<file path="src/rtl/aether_mem_arbiter_if.sv">
// aether_mem_arbiter_if: client task requests plus memory-engine command/response bus; slave = arbiter side, master = clients and engine side
interface aether_mem_arbiter_if #(
  parameter int NumRequesters = 2
);
  logic [NumRequesters-1:0]    req_i;
  logic [2*NumRequesters-1:0]  req_cmd_i;
  logic [32*NumRequesters-1:0] req_start_address_i;
  logic [32*NumRequesters-1:0] req_end_address_i;
  logic [16*NumRequesters-1:0] req_data_write_i;
  logic [NumRequesters-1:0]    grant_o;
  logic [15:0]                 req_data_read_o;
  logic [NumRequesters-1:0]    req_data_read_valid_o;
  logic [NumRequesters-1:0]    req_data_write_done_o;
  logic [NumRequesters-1:0]    req_done_o;
  logic                        cmd_error_o;
  logic                        timeout_o;
  logic [1:0]                  mem_command_o;
  logic [31:0]                 mem_start_address_o;
  logic [31:0]                 mem_end_address_o;
  logic [15:0]                 mem_data_write_o;
  logic                        mem_rst_o;
  logic [15:0]                 mem_data_read_i;
  logic                        mem_data_read_valid_i;
  logic                        mem_data_write_done_i;
  logic                        mem_task_finished_i;
  modport slave (
    input  req_i, req_cmd_i, req_start_address_i, req_end_address_i, req_data_write_i,
    input  mem_data_read_i, mem_data_read_valid_i, mem_data_write_done_i, mem_task_finished_i,
    output grant_o, req_data_read_o, req_data_read_valid_o, req_data_write_done_o, req_done_o,
    output cmd_error_o, timeout_o, mem_command_o, mem_start_address_o, mem_end_address_o,
    output mem_data_write_o, mem_rst_o
  );
  modport master (
    output req_i, req_cmd_i, req_start_address_i, req_end_address_i, req_data_write_i,
    output mem_data_read_i, mem_data_read_valid_i, mem_data_write_done_i, mem_task_finished_i,
    input  grant_o, req_data_read_o, req_data_read_valid_o, req_data_write_done_o, req_done_o,
    input  cmd_error_o, timeout_o, mem_command_o, mem_start_address_o, mem_end_address_o,
    input  mem_data_write_o, mem_rst_o
  );
endinterface

</file>
<file path="src/rtl/aether_mem_arbiter.sv">
// aether_mem_arbiter: round-robin task arbiter for one memory engine; ports clk_i, rst_i (sync active-high) and bus (slave side of aether_mem_arbiter_if)
module aether_mem_arbiter #(
  parameter int          NumRequesters = 2,
  parameter int unsigned TimeoutCycles = 1_000_000
) (
  input logic                 clk_i,
  input logic                 rst_i,
  aether_mem_arbiter_if.slave bus
);
  localparam int IW = $clog2(NumRequesters);
  typedef enum logic [2:0] {IDLE, ISSUE, GUARD, BUSY, DONE} state_t;
  state_t                   r_state;
  logic [IW-1:0]            r_owner, r_ptr, w_sel;
  logic [NumRequesters-1:0] r_grant, r_done, w_sel_oh;
  logic [1:0]               r_mem_cmd;
  logic                     r_bad, r_cmd_err, r_timeout, r_abort, w_expire;
  logic [31:0]              r_start, r_end, r_cnt;
  logic [1:0]               w_cmd   [NumRequesters];
  logic [31:0]              w_start [NumRequesters];
  logic [31:0]              w_end   [NumRequesters];
  logic [15:0]              w_wdata [NumRequesters];
  for (genvar g = 0; g < NumRequesters; g++) begin : g_unpack
    assign w_cmd[g]   = bus.req_cmd_i[2*g +: 2];
    assign w_start[g] = bus.req_start_address_i[32*g +: 32];
    assign w_end[g]   = bus.req_end_address_i[32*g +: 32];
    assign w_wdata[g] = bus.req_data_write_i[16*g +: 16];
  end
  always_comb begin
    w_sel = r_ptr;
    for (int i = NumRequesters; i >= 1; i--)
      if (bus.req_i[IW'((int'(r_ptr) + i) % NumRequesters)]) w_sel = IW'((int'(r_ptr) + i) % NumRequesters);
  end
  assign w_sel_oh = NumRequesters'(1) << w_sel;
  assign w_expire = (TimeoutCycles != 0) && (r_cnt == 32'(TimeoutCycles - 1));
  always_ff @(posedge clk_i) begin
    if (rst_i) begin
      r_state   <= IDLE;
      r_owner   <= '0;
      r_ptr     <= IW'(NumRequesters - 1);
      r_grant   <= '0;
      r_done    <= '0;
      r_mem_cmd <= '0;
      r_bad     <= 1'b0;
      r_cmd_err <= 1'b0;
      r_timeout <= 1'b0;
      r_abort   <= 1'b0;
      r_start   <= '0;
      r_end     <= '0;
      r_cnt     <= '0;
    end else begin
      case (r_state)
        IDLE: if (|bus.req_i) begin
          r_state   <= ISSUE;
          r_owner   <= w_sel;
          r_ptr     <= w_sel;
          r_grant   <= w_sel_oh;
          r_bad     <= ~^w_cmd[w_sel];
          r_mem_cmd <= ^w_cmd[w_sel] ? w_cmd[w_sel] : 2'b00;
          r_start   <= w_start[w_sel];
          r_end     <= w_end[w_sel];
        end
        ISSUE: begin
          r_mem_cmd <= 2'b00;
          r_state   <= r_bad ? DONE : GUARD;
          r_done    <= r_bad ? r_grant : '0;
          r_cmd_err <= r_cmd_err | r_bad;
        end
        GUARD: begin
          r_state <= BUSY;
          r_cnt   <= '0;
        end
        BUSY: if (bus.mem_task_finished_i || w_expire) begin
          r_state   <= DONE;
          r_done    <= r_grant;
          r_timeout <= r_timeout | ~bus.mem_task_finished_i;
          r_abort   <= ~bus.mem_task_finished_i;
        end else r_cnt <= r_cnt + 32'd1;
        DONE: begin
          r_state <= IDLE;
          r_grant <= '0;
          r_done  <= '0;
          r_abort <= 1'b0;
          r_start <= '0;
          r_end   <= '0;
        end
        default: r_state <= IDLE;
      endcase
    end
  end
  assign bus.grant_o               = r_grant;
  assign bus.req_data_read_o       = bus.mem_data_read_i;
  assign bus.req_data_read_valid_o = r_grant & {NumRequesters{bus.mem_data_read_valid_i}};
  assign bus.req_data_write_done_o = r_grant & {NumRequesters{bus.mem_data_write_done_i}};
  assign bus.req_done_o            = r_done;
  assign bus.cmd_error_o           = r_cmd_err;
  assign bus.timeout_o             = r_timeout;
  assign bus.mem_command_o         = r_mem_cmd;
  assign bus.mem_start_address_o   = r_start;
  assign bus.mem_end_address_o     = r_end;
  assign bus.mem_data_write_o      = |r_grant ? w_wdata[r_owner] : 16'h0000;
  assign bus.mem_rst_o             = rst_i | r_abort;
endmodule
</file>
<file path="src/flat_wrapper.sv">
// flat-port wrapper written by rule: the top's interface ports become plain ports
module aether_mem_arbiter_flat 
#(
  parameter int          NumRequesters = 2,
  parameter int unsigned TimeoutCycles = 1_000_000
)
  (clk_i, rst_i, bus_req_i, bus_req_cmd_i, bus_req_start_address_i, bus_req_end_address_i, bus_req_data_write_i, bus_mem_data_read_i, bus_mem_data_read_valid_i, bus_mem_data_write_done_i, bus_mem_task_finished_i, bus_grant_o, bus_req_data_read_o, bus_req_data_read_valid_o, bus_req_data_write_done_o, bus_req_done_o, bus_cmd_error_o, bus_timeout_o, bus_mem_command_o, bus_mem_start_address_o, bus_mem_end_address_o, bus_mem_data_write_o, bus_mem_rst_o);
  aether_mem_arbiter_if #(.NumRequesters(NumRequesters)) bus_i ();
  input logic clk_i;
  input logic rst_i;
  input wire logic [$bits(bus_i.req_i)-1:0] bus_req_i;
  input wire logic [$bits(bus_i.req_cmd_i)-1:0] bus_req_cmd_i;
  input wire logic [$bits(bus_i.req_start_address_i)-1:0] bus_req_start_address_i;
  input wire logic [$bits(bus_i.req_end_address_i)-1:0] bus_req_end_address_i;
  input wire logic [$bits(bus_i.req_data_write_i)-1:0] bus_req_data_write_i;
  input wire logic [$bits(bus_i.mem_data_read_i)-1:0] bus_mem_data_read_i;
  input wire logic [$bits(bus_i.mem_data_read_valid_i)-1:0] bus_mem_data_read_valid_i;
  input wire logic [$bits(bus_i.mem_data_write_done_i)-1:0] bus_mem_data_write_done_i;
  input wire logic [$bits(bus_i.mem_task_finished_i)-1:0] bus_mem_task_finished_i;
  output wire logic [$bits(bus_i.grant_o)-1:0] bus_grant_o;
  output wire logic [$bits(bus_i.req_data_read_o)-1:0] bus_req_data_read_o;
  output wire logic [$bits(bus_i.req_data_read_valid_o)-1:0] bus_req_data_read_valid_o;
  output wire logic [$bits(bus_i.req_data_write_done_o)-1:0] bus_req_data_write_done_o;
  output wire logic [$bits(bus_i.req_done_o)-1:0] bus_req_done_o;
  output wire logic [$bits(bus_i.cmd_error_o)-1:0] bus_cmd_error_o;
  output wire logic [$bits(bus_i.timeout_o)-1:0] bus_timeout_o;
  output wire logic [$bits(bus_i.mem_command_o)-1:0] bus_mem_command_o;
  output wire logic [$bits(bus_i.mem_start_address_o)-1:0] bus_mem_start_address_o;
  output wire logic [$bits(bus_i.mem_end_address_o)-1:0] bus_mem_end_address_o;
  output wire logic [$bits(bus_i.mem_data_write_o)-1:0] bus_mem_data_write_o;
  output wire logic [$bits(bus_i.mem_rst_o)-1:0] bus_mem_rst_o;
  assign bus_i.req_i = bus_req_i;
  assign bus_i.req_cmd_i = bus_req_cmd_i;
  assign bus_i.req_start_address_i = bus_req_start_address_i;
  assign bus_i.req_end_address_i = bus_req_end_address_i;
  assign bus_i.req_data_write_i = bus_req_data_write_i;
  assign bus_i.mem_data_read_i = bus_mem_data_read_i;
  assign bus_i.mem_data_read_valid_i = bus_mem_data_read_valid_i;
  assign bus_i.mem_data_write_done_i = bus_mem_data_write_done_i;
  assign bus_i.mem_task_finished_i = bus_mem_task_finished_i;
  assign bus_grant_o = bus_i.grant_o;
  assign bus_req_data_read_o = bus_i.req_data_read_o;
  assign bus_req_data_read_valid_o = bus_i.req_data_read_valid_o;
  assign bus_req_data_write_done_o = bus_i.req_data_write_done_o;
  assign bus_req_done_o = bus_i.req_done_o;
  assign bus_cmd_error_o = bus_i.cmd_error_o;
  assign bus_timeout_o = bus_i.timeout_o;
  assign bus_mem_command_o = bus_i.mem_command_o;
  assign bus_mem_start_address_o = bus_i.mem_start_address_o;
  assign bus_mem_end_address_o = bus_i.mem_end_address_o;
  assign bus_mem_data_write_o = bus_i.mem_data_write_o;
  assign bus_mem_rst_o = bus_i.mem_rst_o;
  aether_mem_arbiter #(.NumRequesters(NumRequesters), .TimeoutCycles(TimeoutCycles)) u_core (.clk_i(clk_i), .rst_i(rst_i), .bus(bus_i));
endmodule
</file>
<file path="config.mk">
export PLATFORM = sky130hd
export DESIGN_NAME = aether_mem_arbiter_flat
export DESIGN_NICKNAME = d
export VERILOG_FILES = /design/src/rtl/aether_mem_arbiter_if.sv /design/src/rtl/aether_mem_arbiter.sv /design/src/flat_wrapper.sv
export SDC_FILE = /design/constraint.sdc
export NUM_CORES = 1
export LEC_CHECK = 0
export ABC_CLOCK_PERIOD_IN_PS = 2800
export CAP_MARGIN = 20
export CORE_UTILIZATION = 40
export CTS_CLUSTER_DIAMETER = 50
export CTS_CLUSTER_SIZE = 20
export DETAILED_ROUTE_END_ITERATION = 6
export MAX_ROUTING_LAYER = met4
export PLACE_DENSITY = 0.8
export SLEW_MARGIN = 5
export SYNTH_ARGS = -nofsm -noshare
export SYNTH_HDL_FRONTEND = slang
export SYNTH_SLANG_ARGS = --single-unit
</file>
<file path="constraint.sdc">
create_clock -name clk_i -period 2.8 [get_ports clk_i]
set_clock_uncertainty 0.15 [all_clocks]
set_input_delay 0.28 -clock clk_i [delete_from_list [all_inputs] [get_ports clk_i]]
set_output_delay 0.28 -clock clk_i [all_outputs]
set_load 0.1 [all_outputs]
</file>
==> results.ini, run 1 <==
[detailed_routing]
ant_nets = 0
drc = 0
drt_first_pass_iters = 5
num_vias = 6061
totalWireLength_um = 18800
drt_iter0_drc = 567
viasPerCell = 5.64
wl_per_cell_um = 17.5

[worst_hold_path]
whs_path_depth = 2
worstHoldStart = rst_i
min_to = u_core.bus.cmd_error_o
hold_class = in2reg

[critical_path]
timing.rr.start = u_core.r_cnt[0]
worst-r2r-setup-slack_ps = 230
path_cells = ha_1 > and3_1 > nand4_1 > or4_1 > or4_1 > a31oi_1
worstSetupStartpointType = register
worstSetupPathType = reg2reg
slowest_stage = or4_1
crit_buf_inv = 0
cp-end-kind = register
worst-path-max-fanout = 8
critPathMaxStageDelay_ps = 610
reg2reg_depth = 6
cp_data_arrival_time_ps = 2690
crit_family = simple AND/OR/NAND/NOR gates
r2r-end = u_core.r_cnt[30]
crit_required_ps = 2930
crit_path_frequent_cell = or4_1

[yosys]
ys.flop_type = dfxtp_1
yosys_warnings = 0
synth_area_leaders = dfxtp_1 40%, a22o_1 9.2%, a22oi_1 8.3%, nor2_1 7.6%, mux2i_1 4.6%
synth_cells = 671
synth_fp_nets = 861
netlist.area_leader.share = 0.396
postSynthAreaPerCell_um2 = 8.36
synth.distinct_cells = 46
ys_ff_latch = 111
syn_area_um2 = 5610
async_flop_share = 0
yosysSeqAreaShare = 0.396
synth_top_cell_by_area = dfxtp_1
synth_edf_count = 0

[die]
die_x_um = 120
coreArea_um2 = 13500
start_util = 0.417
rows = 42
die_h_um = 120
die-area_um2 = 14500
io_pins = 296

[finish]
layout_common_cells = 169 x clkdlybuf4s50_1, 112 x nor2_1, 111 x dfxtp_1
drive_above_1_share = 0.157
instances_no_fill = 1074
synthToLayoutAreaGrowth_pct = 51.9
num-fill-cells = 1145
mostFrequentLayoutCell = clkdlybuf4s50_1
final_core_util = 0.633
finalNetCount = 1083

[grt]
antenna_found_initial = 1
track_usage = 0.260
grt_max_degree = 76
grt_pass1_wl_um = 28700
overflow = 0
grt_pass1_vias = 5595

[clocking]
clockRootBuffer = clkbuf_16
htree_levels = 3
clk_pin_slew_ps = 70
cts_tree = done
postCtsSetupBuffers = 0
numCtsBuffers = 9
cts.sinks = 111
clk_latency_ps = 350
cts_buffer_depth = 2

[place]
gp_congestion = 0.888
io_buffers = 263
dpl.hpwl_um = 14100
dp_cells = 1058

[sta]
grt_setup_unrepaired = false
hold_viol_final = 0
max-slew-margin-rel = 0.346
timing.fmax_mhz = 389
setup_viol = 0
final_max_slew_viol_count = 0
post-route-period-util = 0.917
hold_ws_ps = 323
min_period_ps = 2570
tightestPinTransition_ps = 977

[power]
pwr-share-clk = 0.210
ir_drop_v = 0.000417
power_density_nw_per_um2 = 683
pwr-share-comb = 0.475
p_sw_frac = 0.454
p_seq_frac = 0.315
p_switching_uw = 2640
p_int_uw = 3180
p_leak_uw = 0.00336

[status]
status = finished clean

[flow_run]
maxCapViolCount = 0

-- worst max path at each step --
stage / to / start / slack, ps / cells after the start
floorplan: bus_mem_data_write_o[10] / u_core.bus.grant_o[1] / -430 / 3
global placement: u_core.bus.mem_start_address_o[15] / bus_req_i[0] / 300 / 7
detailed placement: u_core.bus.req_done_o[0] / u_core.r_cnt[0] / 250 / 7
CTS: u_core.bus.req_done_o[0] / u_core.r_cnt[0] / 230 / 7
global route: u_core.r_cnt[29] / u_core.r_cnt[2] / 120 / 5
finish: u_core.r_cnt[30] / u_core.r_cnt[0] / 230 / 6
-- power by group through the flow --
| stage | clock network (uW) | logic (uW) | registers (uW) |
|---|---|---|---|
| floorplan | 0 | 1130 | 2790 |
| global placement | 0 | 2760 | 1860 |
| detailed placement | 0 | 2770 | 1860 |
| CTS | 1250 | 2770 | 1830 |
| global route | 1320 | 2890 | 1850 |
| finish | 1220 | 2770 | 1830 |
-- sequential cells by signal, summed over array words and instances, names as in the netlist --
signal / count
u_core.bus.mem_command_o: 2
u_core.r_ptr: 1
u_core.bus.mem_end_address_o: 32
u_core.bus.mem_start_address_o: 32
u_core.r_state: 3
u_core.r_cnt: 32
u_core.bus.cmd_error_o: 1
u_core.r_owner: 1
u_core.bus.grant_o: 2
u_core.r_abort: 1
u_core.bus.req_done_o: 2
u_core.r_bad: 1
u_core.bus.timeout_o: 1
-- Yosys cell counts, types with 12 or more instances --
cell type and number:
nand2_1 35, a22o_1 59, mux2i_1 26, a31oi_1 13, nor2_1 114, nand3_1 14, a22oi_1 62, clkbuf_1 52
dfxtp_1 111, buf_4 17, o21ai_0 12, nor3_1 12, a21oi_1 19
-- area by class of cell --
type	instances	area [um2]	share of cell area
clock buffer	9	225	0.0264
multi-input combinational	479	3070	0.360
inverter	10	37.5	0.00441
sequential	111	2220	0.261
timing repair buffer	282	2690	0.316
clock inverter	6	53.8	0.00632
tap	176	220	0.0259
antenna	1	2.50	0.000294
-- cells by family (layout without fill, tap and decap cells) --
kind of cell             after synthesis  count (layout)  synth area share
flip-flops                           111             111             0.396
XOR/XNOR                               1               1           0.00156
AND/OR/NAND/NOR                      241             241             0.203
buffers and inverters                 81             307            0.0656
adder cells (fa/ha/maj)                3               3           0.00670
AO/OA/AOI/OAI                        207             207             0.278
multiplexers                          27              27            0.0484
other                                  0               1                 0
-- routing by layer --
| layer | GRT usage | wire [um] | vias up |
|---|---|---|---|
| met4 | 0.136 | 750 | 0 |
| met3 | 0.0514 | 1510 | 51 |
| met5 | - | 0 | - |
| met1 | 0.305 | 7360 | 2782 |
| met2 | 0.423 | 9190 | 293 |
| li1 | - | - | 2935 |
-- timing repair --
action                     in CTS  in global routing
setup endpoints to repair       0                  2
gates resized for setup         0                  1
hold buffers                    0                  0
-- worst reg2reg max path, stage by stage (launching register included) --
cell     delay [ps]
dfxtp_1         370
ha_1            200
and3_1          300
nand4_1         170
or4_1           610
or4_1           530
a31oi_1         170
-- metrics by stage --
step / instance area (um2) / setup TNS, ps / setup WS (ps) / power, uW
finish: 8520 / 0 / 232 / 5820
global route: 8520 / 0 / 121 / 6060
CTS: 8510 / 0 / 229 / 5850
detailed placement: 8230 / 0 / 255 / 4630
global placement: 8230 / 0 / 296 / 4620
floorplan: 5610 / -5600 / -430 / 3920
Note: power is estimated with default switching activity, not from simulation.
==> run 2: changes to the inputs <==
Settings changed: PLACE_DENSITY 0.8 to 0.81.
==> run 2 against run 1 <==
  * Routed wire length rose by 0.76%
  * Clock-buffer cell count rose by 2
  * Register-to-register slack got worse by 60 ps
  * Sequential share of layout area rose by 0.22 points
  * Global-route usage fell by 0.063 points
  * Critical path depth rose by 1
  * Clock power rose by 6%
  * Critical path type unchanged
  * Largest cell class unchanged
  * Largest power group unchanged
  * Highest routed layer unchanged
==> results.ini, run 2 (synthesis results as in run 1) <==
[status]
status = finished clean

[detailed_routing]
drc = 0
totalWireLength_um = 19000
drt_iter0_drc = 525
ant_nets = 0
viasPerCell = 5.69
drt_first_pass_iters = 5
num_vias = 6103
wl_per_cell_um = 17.7

[clocking]
cts_tree = done
clockRootBuffer = clkbuf_16
clk_pin_slew_ps = 70
htree_levels = 3
clk_latency_ps = 340
numCtsBuffers = 9
cts_buffer_depth = 2
postCtsSetupBuffers = 0
cts.sinks = 111

[power]
p_seq_frac = 0.314
p_int_uw = 3240
pwr-share-clk = 0.221
p_switching_uw = 2620
pwr-share-comb = 0.465
p_leak_uw = 0.00333
power_density_nw_per_um2 = 693
p_sw_frac = 0.447
ir_drop_v = 0.000437

[finish]
synthToLayoutAreaGrowth_pct = 50.7
num-fill-cells = 1187
instances_no_fill = 1072
finalNetCount = 1081
layout.area.seq_um2 = 2220
antenna_cells = 0
mostFrequentLayoutCell = clkdlybuf4s50_1
multi_input_comb_area_um2 = 3060
layout_common_cells = 169 x clkdlybuf4s50_1, 112 x nor2_1, 111 x dfxtp_1
drive_above_1_share = 0.153

[sta]
final_max_slew_viol_count = 0
min_period_ps = 2620
setup_tns_ps = 0
max-slew-margin-rel = 0.357
timing.fmax_mhz = 381
timing.final.ws_setup_ps = 176
grt_setup_unrepaired = false
hold_viol_final = 0
tightestPinTransition_ps = 961
setup_viol = 0
hold_ws_ps = 334
post-route-period-util = 0.937

[place]
dpl.hpwl_um = 14000
dp_cells = 1056
io_buffers = 263
gp_congestion = 0.950
place_ws_ps = 175

[critical_path]
worst-path-max-fanout = 13
timing.rr.start = u_core.r_cnt[0]
crit_required_ps = 2910
worstSetupStartpoint = u_core.r_cnt[0]
worstSetupPathType = reg2reg
cp-end-kind = register
cp_data_arrival_time_ps = 2740
worstSetupStartpointType = register

[die]
rows = 42
die_x_um = 120
die-area_um2 = 14500
coreArea_um2 = 13500
io_pins = 296
start_util = 0.417
die_h_um = 120

[worst_hold_path]
worstHoldStart = u_core.r_cnt[2]
hold_class = reg2reg

[grt]
overflow = 0
track_usage = 0.260
grt_pass1_wl_um = 28900
antenna_found_initial = 0
grt_pass1_vias = 5570
grt_max_degree = 77

[flow_run]
maxCapViolCount = 0

run 2: path summary, 6_finish.rpt:
path | cells past startpoint | slack (ps) | to
setup / recovery | 7 | 180 | u_core.r_cnt[30]
hold reg to reg | 2 | 330 | u_core.r_cnt[2]
setup reg to reg | 7 | 180 | u_core.r_cnt[30]
hold / removal | 2 | 330 | u_core.r_cnt[2]
run 2: worst max-delay path, stage by stage (launching register included):
cell and delay (ps):
dfxtp_1 340, ha_1 220, and3_2 270, nand3_1 150, nor3_1 130, or3_1 570
or4_1 550, a31oi_1 170
run 2: per-stage QoR:
step | cell area, um2 | total power [uW] | util
2_1_floorplan | 5610 | 3920 | -
3_3_place_gp | 8150 | 4580 | 0.606
3_5_place_dp | 8150 | 4590 | 0.606
4_1_cts | 8450 | 5880 | 0.628
5_1_grt | 8450 | 6090 | 0.628
6_report | 8450 | 5850 | 0.628
run 2: cell type report:
class	count	share of cell area
clock inverter	5	0.00755
inverter	10	0.00444
tap	176	0.0261
sequential	111	0.263
timing repair buffer	280	0.309
multi-input combinational	479	0.362
clock buffer	11	0.0276
run 2: repair_timing:
action | 4_1_cts | 5_1_grt
hold buffers | 0 | 0
endpoints found under the hold margin | 0 | 0
setup endpoints to repair | 0 | 1
resized for setup | 0 | 1
run 2: power by group through the flow:
stage / logic (uW) / clock network (uW) / registers (uW)
3_3_place_gp: 2710 / 0 / 1870
3_5_place_dp: 2720 / 0 / 1870
6_report: 2720 / 1290 / 1840
4_1_cts: 2730 / 1320 / 1840
5_1_grt: 2840 / 1380 / 1860
2_1_floorplan: 1130 / 0 / 2790
run 2: per-layer routing:
metal	share of wire	track usage	up-vias
met3	0.088	0.0509	63
met4	0.047	0.133	0
met2	0.47	0.417	344
met5	0	-	-
met1	0.39	0.309	2769
li1	-	-	2927
==> run 3: changes to the inputs <==
Settings changed: ABC_AREA set to 1, CORE_UTILIZATION 40 to 42, PLACE_DENSITY 0.81 to 0.82.
==> run 3 against run 2 <==
  * Sequential power increased by 9%
  * Synthesized cell count increased by 44%
  * Cell area increased by 6.8%
  * Worst setup slack improved by 390 ps
  * Non-clock buffer count is 5 lower
  * Maximum frequency is 17% higher
  * Routed wire length up 19%
  * Core utilization decreased by 0.71 points
  * Register-to-register slack better by 390 ps
  * Die area is 6.1% higher
  * Critical path type unchanged
==> results.ini, run 3 <==
[status]
status = finished clean

[sta]
min_period_ps = 2240
hold_ws_ps = 314
final_max_slew_viol_count = 0
grt_setup_unrepaired = false
post-route-period-util = 0.799
setup_viol = 0
timing.fmax_mhz = 447
tightestPinTransition_ps = 991
hold_viol_final = 0
max-slew-margin-rel = 0.340

[critical_path]
cp-end-kind = register
r2r-end = u_core.r_cnt[5]
reg2reg_depth = 8
worstSetupStartpointType = register
worst-path-max-fanout = 51
crit_path_end = u_core.r_cnt[5]
worstSetupPathType = reg2reg
timing.rr.start = u_core.r_state[1]
cp_data_arrival_time_ps = 2370
worstSetupStartpoint = u_core.r_state[1]
crit_required_ps = 2930
worst-r2r-setup-slack_ps = 560

[detailed_routing]
num_vias = 7309
drt_first_pass_iters = 5
wl_per_cell_um = 16.4
drc = 0
totalWireLength_um = 22500
ant_nets = 0
wl_met2_um = 11500
drt_iter0_drc = 580
viasPerCell = 5.33
routed.top_layer = met4
drt-met1-wl_um = 8430
met3WireLength_um = 1490

[grt]
grt_pass1_wl_um = 33400
grt_max_degree = 82
track_usage = 0.296
overflow = 0
antenna_found_initial = 2
grt_pass1_vias = 6498

[place]
gp_congestion = 0.928
io_buffers = 263
dp_cells = 1351
dpl.hpwl_um = 16500

[clocking]
cts_tree = done
ctsResizeCount = 0
ctsHoldBuffers = 0
numCtsBuffers = 9
cts_buffer_depth = 2
clk_pin_slew_ps = 80
clk_latency_ps = 370
cts.sinks = 111
clockRootBuffer = clkbuf_16
htree_levels = 3
postCtsSetupBuffers = 0

[yosys]
async_flop_share = 0
synth_cells = 964
synth_fp_nets = 1154
syn_area_um2 = 6250
ys_ff_latch = 111
ys.flop_type = dfxtp_1
synth_edf_count = 0
netlist.area_leader.share = 0.355
synth.distinct_cells = 36
yosys.cell_count.top_type = nand2_1
postSynthAreaPerCell_um2 = 6.48
yosysSeqAreaShare = 0.355
synth_top_cell_by_area = dfxtp_1
yosys-top-cells-count = 315 x nand2_1, 137 x nand3_1, 111 x dfxtp_1
yosys_warnings = 0
synth_area_leaders = dfxtp_1 36%, nand2_1 19%, nand3_1 11%, a31oi_1 6.5%, nor2_1 5.7%

[die]
io_pins = 296
die-area_um2 = 15400
die_h_um = 124
rows = 44
coreArea_um2 = 14500
die_x_um = 124
start_util = 0.430

[finish]
synthToLayoutAreaGrowth_pct = 44.3
finalNetCount = 1368
layout_common_cells = 315 x nand2_1, 169 x clkdlybuf4s50_1, 137 x nand3_1
drive_above_1_share = 0.154
mostFrequentLayoutCell = nand2_1
instances_no_fill = 1371

[power]
ir_drop_v = 0.000561
power_density_nw_per_um2 = 764
finalPower_uw = 6890
p_leak_uw = 0.00345

[worst_hold_path]
hold_class = reg2reg

[flow_run]
maxCapViolCount = 0

run 3: cell types whose count changed after synthesis, sizes merged, moves of 11 or more:
cell and change:
a31oi +52, a21oi +36, a22o -59, clkbuf -30
a22oi -62, nand4 -11, buf +31, nand2 +297
nor2 -13, nand3 +126, mux2i -26, inv +44
run 3: cell type report:
class / count / area, um2
Fill cell: 1309 / 5510
Timing Repair Buffer: 275 / 2550
Inverter: 55 / 206
Clock inverter: 5 / 50.0
Multi-Input combinational cell: 726 / 3510
Antenna cell: 4 / 10.0
Clock buffer: 11 / 243
Sequential cell: 111 / 2220
Tap cell: 184 / 230
run 3: how the worst min path moves through the flow:
stage	from	cells after the start	slack, ps	endpoint
5_1_grt	u_core.bus.mem_command_o[1]	2	340	u_core.bus.mem_command_o[1]
3_3_place_gp	u_core.bus.timeout_o	2	290	u_core.bus.timeout_o
2_1_floorplan	u_core.r_abort	2	280	u_core.r_abort
3_5_place_dp	u_core.r_abort	2	310	u_core.r_abort
4_1_cts	u_core.r_abort	2	320	u_core.r_abort
6_report	u_core.bus.timeout_o	2	310	u_core.bus.timeout_o
run 3: through the flow:
step           utilization  TNS (ps)  instance area [um2]  setup slack (ps)
2_1_floorplan            -      -185                 6350             -30.8
4_1_cts              0.620         0                 9010               557
6_report             0.621         0                 9020               562
3_5_place_dp         0.600         0                 8720               408
3_3_place_gp         0.600         0                 8720               487
5_1_grt              0.621         0                 9020               360
run 3: kinds of logic after synthesis:
family	count (synthesis)	synth area share
AO/OA/AOI/OAI	139	0.132
XOR/XNOR	3	0.00420
adder cells (fa/ha/maj)	3	0.00601
buffers and inverters	127	0.101
flip-flops	111	0.355
AND/OR/NAND/NOR	581	0.402
run 3: worst max-delay path: stages, from the launching register on:
cell	delay, ps
dfxtp_1	420
inv_2	60
nor2_4	90
nand2_2	220
inv_2	450
nand2_8	280
nand2_8	240
nand2_1	70
a21oi_1	130
run 3: power by group:
part / switching [uW] / internal (uW)
registers: 194 / 1820
clock network: 663 / 648
logic: 2660 / 909
run 3: routing by layer:
metal	track usage	up-vias
met1	0.315	3378
met3	0.0783	66
met2	0.503	291
met5	-	-
met4	0.154	0
li1	-	3574
